<file path="src/rtl/dmem_ctrl.sv">
// Data-memory access controller: splits one 8-thread warp request into four
// 2-lane memory beats, gathers load data and reports completion.
module dmem_ctrl #(
    parameter int unsigned DATA_WIDTH = 16,
    parameter int unsigned ADDR_WIDTH = 8
) (
    input  logic                                clk,
    input  logic                                reset,
    input  logic                                req_valid,
    output logic                                req_ready,
    input  logic [1:0]                          req_warp,
    input  logic [3:0]                          req_dest_reg,
    input  logic                                req_is_store,
    input  logic [7:0][ADDR_WIDTH-1:0]          req_addr,
    input  logic [7:0][DATA_WIDTH-1:0]          req_wdata,
    output logic                                mem_en,
    output logic                                mem_we,
    output logic [1:0][ADDR_WIDTH-1:0]          mem_addr,
    output logic [1:0][DATA_WIDTH-1:0]          mem_wdata,
    input  logic                                mem_gnt,
    input  logic                                mem_rvalid,
    input  logic [1:0][DATA_WIDTH-1:0]          mem_rdata,
    output logic                                wb_valid,
    output logic [1:0]                          wb_warp,
    output logic [3:0]                          wb_reg,
    output logic [7:0][DATA_WIDTH-1:0]          wb_data,
    output logic                                done_valid,
    output logic [1:0]                          done_warp
);

    localparam int unsigned CNT_W = 2;

    typedef enum logic [1:0] {IDLE, ISSUE, WAIT, DONE} state_t;

    state_t                        state;
    logic [CNT_W-1:0]              issue_cnt;
    logic [CNT_W-1:0]              rsp_cnt;
    logic [CNT_W-1:0]              issue_nxt;
    logic [1:0]                    warp_q;
    logic [3:0]                    dest_q;
    logic                          store_q;
    logic [7:0][ADDR_WIDTH-1:0]    addr_q;
    logic [7:0][DATA_WIDTH-1:0]    wdata_q;
    logic                          rsp_take;

    assign issue_nxt = issue_cnt + CNT_W'(1);
    // Responses are only meaningful for a load that is still collecting beats.
    assign rsp_take  = mem_rvalid && !store_q && (state == ISSUE || state == WAIT);

    always_ff @(posedge clk or negedge reset) begin
        if (!reset) begin
            state      <= IDLE;
            req_ready  <= 1'b0;
            issue_cnt  <= '0;
            rsp_cnt    <= '0;
            warp_q     <= '0;
            dest_q     <= '0;
            store_q    <= 1'b0;
            addr_q     <= '0;
            wdata_q    <= '0;
            mem_en     <= 1'b0;
            mem_we     <= 1'b0;
            mem_addr   <= '0;
            mem_wdata  <= '0;
            wb_valid   <= 1'b0;
            wb_warp    <= '0;
            wb_reg     <= '0;
            wb_data    <= '0;
            done_valid <= 1'b0;
            done_warp  <= '0;
        end else begin
            wb_valid   <= 1'b0;
            done_valid <= 1'b0;

            case (state)
                IDLE: begin
                    req_ready <= 1'b1;
                    if (req_ready && req_valid) begin
                        req_ready    <= 1'b0;
                        warp_q       <= req_warp;
                        dest_q       <= req_dest_reg;
                        store_q      <= req_is_store;
                        addr_q       <= req_addr;
                        wdata_q      <= req_wdata;
                        issue_cnt    <= '0;
                        rsp_cnt      <= '0;
                        mem_en       <= 1'b1;
                        mem_we       <= req_is_store;
                        mem_addr[0]  <= req_addr[0];
                        mem_addr[1]  <= req_addr[1];
                        mem_wdata[0] <= req_wdata[0];
                        mem_wdata[1] <= req_wdata[1];
                        state        <= ISSUE;
                    end
                end
                ISSUE: begin
                    // Beat outputs advance only on grant; otherwise they hold.
                    if (mem_gnt) begin
                        issue_cnt <= issue_nxt;
                        if (issue_cnt == CNT_W'(3)) begin
                            mem_en <= 1'b0;
                            mem_we <= 1'b0;
                            if (store_q) begin
                                state      <= DONE;
                                done_valid <= 1'b1;
                                done_warp  <= warp_q;
                            end else begin
                                state <= WAIT;
                            end
                        end else begin
                            mem_addr[0]  <= addr_q[{issue_nxt, 1'b0}];
                            mem_addr[1]  <= addr_q[{issue_nxt, 1'b1}];
                            mem_wdata[0] <= wdata_q[{issue_nxt, 1'b0}];
                            mem_wdata[1] <= wdata_q[{issue_nxt, 1'b1}];
                        end
                    end
                end
                WAIT: begin
                end
                DONE: begin
                    state     <= IDLE;
                    req_ready <= 1'b1;
                end
                default: state <= IDLE;
            endcase

            // Gather path runs independently of the issue counter.
            if (rsp_take) begin
                wb_data[{rsp_cnt, 1'b0}] <= mem_rdata[0];
                wb_data[{rsp_cnt, 1'b1}] <= mem_rdata[1];
                rsp_cnt                  <= rsp_cnt + CNT_W'(1);
                if (state == WAIT && rsp_cnt == CNT_W'(3)) begin
                    state      <= DONE;
                    wb_valid   <= 1'b1;
                    wb_warp    <= warp_q;
                    wb_reg     <= dest_q;
                    done_valid <= 1'b1;
                    done_warp  <= warp_q;
                end
            end
        end
    end

endmodule

</file>
<file path="config.mk">
export PLATFORM = sky130hd
export DESIGN_NAME = dmem_ctrl
export DESIGN_NICKNAME = d
export VERILOG_FILES = /design/src/rtl/dmem_ctrl.sv
export SDC_FILE = /design/constraint.sdc
export NUM_CORES = 1
export LEC_CHECK = 0
export ABC_AREA = 1
export BUFFER_PORTS_ARGS = -buffer_cell sky130_fd_sc_hd__clkbuf_2
export CAP_MARGIN = 10
export CORE_ASPECT_RATIO = 0.8
export CORE_MARGIN = 2
export CORE_UTILIZATION = 53
export DETAILED_ROUTE_END_ITERATION = 6
export GPL_TIMING_DRIVEN = 0
export PLACE_DENSITY = 0.9
export SLEW_MARGIN = 30
export SYNTH_ARGS = -nofsm -noshare
export SYNTH_HDL_FRONTEND = slang
export SYNTH_SLANG_ARGS = --single-unit
</file>
<file path="constraint.sdc">
create_clock -name clk -period 2.18 [get_ports clk]
set_input_delay 0.436 -clock clk [delete_from_list [all_inputs] [get_ports clk]]
set_output_delay 0.436 -clock clk [all_outputs]
set_load 0.02 [all_outputs]
</file>
==> summary.txt <==
Critical path
  – CP bufs+invs: 4
  – Crit. path cell count: 8
  – Crit. End Element: flip-flop
  – WS Path Type: flip-flop to flip-flop
  – Crit-path cells: inv_1 > ha_1 > inv_1 > nor2_4 > buf_2 > buf_2 > nand2_1 > o21ai_0
  – Startpoint types: flip-flop
  – R2R depth: 8
  – CP top delay family: buffers and inverters
  – Worst r2r src: state[0]
  – Delay of the slowest critical-path stage: 400 ps
  – CP required: 2630 ps
  – Worst-path maximum fanout: 10
  – CP startpoint: state[0]
  – Data arrival, critical path: 2540 ps
  – Critical-path top delay cell: dfrtp_1

Layout
  – Biggest regs: wb_data x128, wdata_q x128, addr_q x64
  – Layout cell share with drive strength beyond 1: 23.0%
  – Area grow syn2layout: 24.6%
  – Nets: roughly 2800

Run status
  – Outcome: finished clean

Die
  – Initial Util: 53.7%
  – I/O pin cnt: 425
  – Row Count: 58
  – CORE AREA: 31400 µm²
  – Die X: 203 µm
  – Die Area: 33200 µm²
  – Die height: 163 µm

Timing
  – Final worst setup slack: ~88 ps
  – Fmax: approximately 0.48 GHz
  – Final setup fails: 0
  – Final Max Tran Viols: 0
  – Final worst path period need: 2090 ps
  – Unrepaired setup endpoints after global routing: false
  – Max_slew headroom: 53.5%
  – Worst-margin pin slew: 697 ps
  – Fin Hold WS: 93.9 ps
  – Final Hold Viols: 0
  – Clock skew: 18.4 ps
  – Fin crit share: 96.0%

Power and ir drop
  – Max VDD drop: between 0.0006 and 0.0007 V
  – Leakage power: 0.0115 µW
  – Tot Pwr: 33800 µW
  – PwrDens: 1610 nW/µm²

Placed design
  – Global placer's final weighted congestion: 0.924
  – Pre-CTS WS: about 110 ps
  – HPWL after DPL: 41100 µm
  – Buffers on Ports: 424

Clocking
  – Clock transition at path regs: approximately 60 ps
  – Clk_lat worst skew: 540 ps
  – Postcts setup bufs: 0
  – CTS buffer count: 40
  – Clk buf depth: 3
  – Htree depth: 2
  – CTS tree: yes
  – Root buffer cell: clkbuf_16
  – CTS sink count: 394

Global routing
  – First-pass GRT wire length: 86000 µm
  – Largest net degree at the start of global routing: 84
  – Vias in the first global route: between 15000 and 20000
  – Initial antenna violation count: 7
  – Overall Global Routing Usage: around a third
  – Residual overflow from global routing: 0

Logic synthesis
  – Yosys top cell by area: dfrtp_1
  – Avg Cell Area, Syn: 8.25 µm²
  – Share of the synthesized area in the top cell type: 58.5%
  – Distinct cell type count after synthesis: 21
  – Synth area leaders: dfrtp_1 59%, nand2_1 18%, o21ai_0 7.0%, nand3_1 4.6%, inv_1 3.3%
  – Cell area after synthesis: ~17000 µm²
  – Flops & latches, synth: 394
  – Yosys warns: 0
  – Cells after synthesis: 2043
  – Syn_nets: 2289
  – Seq/Total Area, Yosys: between 50% and 60%

Route
  – DRT antenna net count: 0
  – Drt total wl: ~56000 µm
  – Vias per cell: 5.46
  – Via count: 16200
  – Wire per inst: 18.7 µm
  – Post-route DRC violation count: 0
  – First DRT Iteration DRCs: 1470
  – Router iterations before antenna repair: 6

Hold path
  – Hold Crit Start: req_addr[47]
  – HP Class: input pin to flip-flop
  – Hold Path Depth: 3

Flow run
  – Max_cap viols: 0
-- cells by family (layout without fill, tap and decap cells) --
group / count (synthesis) / after routing / share of synthesized area [%]
DFF: 394 / 394 / 58.5
AOI/OAI and AO/OA: 274 / 274 / 8.14
adders and majority gates: 10 / 10 / 0.743
other: 0 / 7 / 0
and+or+nand+nor: 1090 / 1090 / 25.6
buffers and inverters: 275 / 777 / 6.95
-- stage by stage --
step / instances / utilization (%) / instance area (µm²) / TNS (ps)
2_1_floorplan: 2043 / - / 16800 / 0
3_3_place_gp: 2887 / 62.2 / 19500 / -3008840
3_5_place_dp: 2892 / 62.7 / 19600 / 0
4_1_cts: 2965 / 66.8 / 21000 / 0
5_1_grt: 2972 / 66.9 / 21000 / 0
6_report: 2972 / 66.9 / 21000 / 0
-- cell usage after synthesis --
cell type / n
a21oi_1: 30
buf_1: 4
buf_2: 53
buf_4: 11
buf_6: 4
clkbuf_1: 49
clkbuf_2: 1
dfrtp_1: 394
ha_1: 10
inv_1: 150
inv_2: 3
nand2_1: 799
nand2_2: 5
nand3_1: 154
nand3_2: 2
nor2_1: 127
nor2_2: 1
nor2_4: 1
o21ai_0: 237
o21ai_1: 7
or2_2: 1
-- tightest hold or removal path, stage by stage --
cell	delay [ps]
clkbuf_2	70
nand2_1	40
nand2_1	50
-- timing repair --
| item | 4_1_cts | 5_1_grt |
|---|---|---|
| endpoints found under the hold margin | 40 | 0 |
| endpoints found under the setup margin | 0 | 68 |
| resized for setup | 0 | 31 |
| hold buffers | 1 | 0 |
-- final cells by class --
cell class | instances | area [µm²]
flip-flops and latches | 394 | 9860
inverters | 153 | 574
repair buffers | 430 | 2280
well taps | 420 | 526
multi-input cells | 1374 | 5820
diodes | 7 | 17.5
clock inverters | 13 | 165
plain buffers | 122 | 616
clock buffers | 59 | 1130
fillers | 2554 | 10400
-- cells in the final DEF (no fill, tap or decap), drive strengths merged --
cell type,netlist,final
nand2,804,804
clkbuf,50,533
dfrtp,394,394
o21ai,244,244
nand3,156,156
inv,153,156
nor2,129,129
buf,72,77
a21oi,30,30
ha,10,10
diode,0,7
clkinv,0,6
bufinv,0,3
or2,1,1
clkinvlp,0,1
dlygate4sd3,0,1
-- power breakdown --
part | total, µW | switching [µW] | internal, µW
sequential | 12300 | 1760 | 10600
combinational | 14600 | 10100 | 4530
clock | 6900 | 2920 | 3980
total | 33800 | 14700 | 19100
-- per-layer routing --
metal	vias to the layer above	wire length, µm	GRT usage, %
met1	7698	22700	46.4
met3	210	5500	6.52
li1	7332	-	-
met5	-	0	0
met4	0	2830	15.3
met2	988	24500	51.3
-- path summary, 6_finish.rpt --
path,endpoint,slack (ps)
setup / recovery,addr_q[11],90
hold / removal,addr_q[47],90
setup reg to reg,addr_q[11],90
hold reg to reg,addr_q[20],470
max in group asynchronous,wb_data[97],360
min in group asynchronous,wb_warp[1],380
No activity file was read; power rests on OpenSTA's default activity.
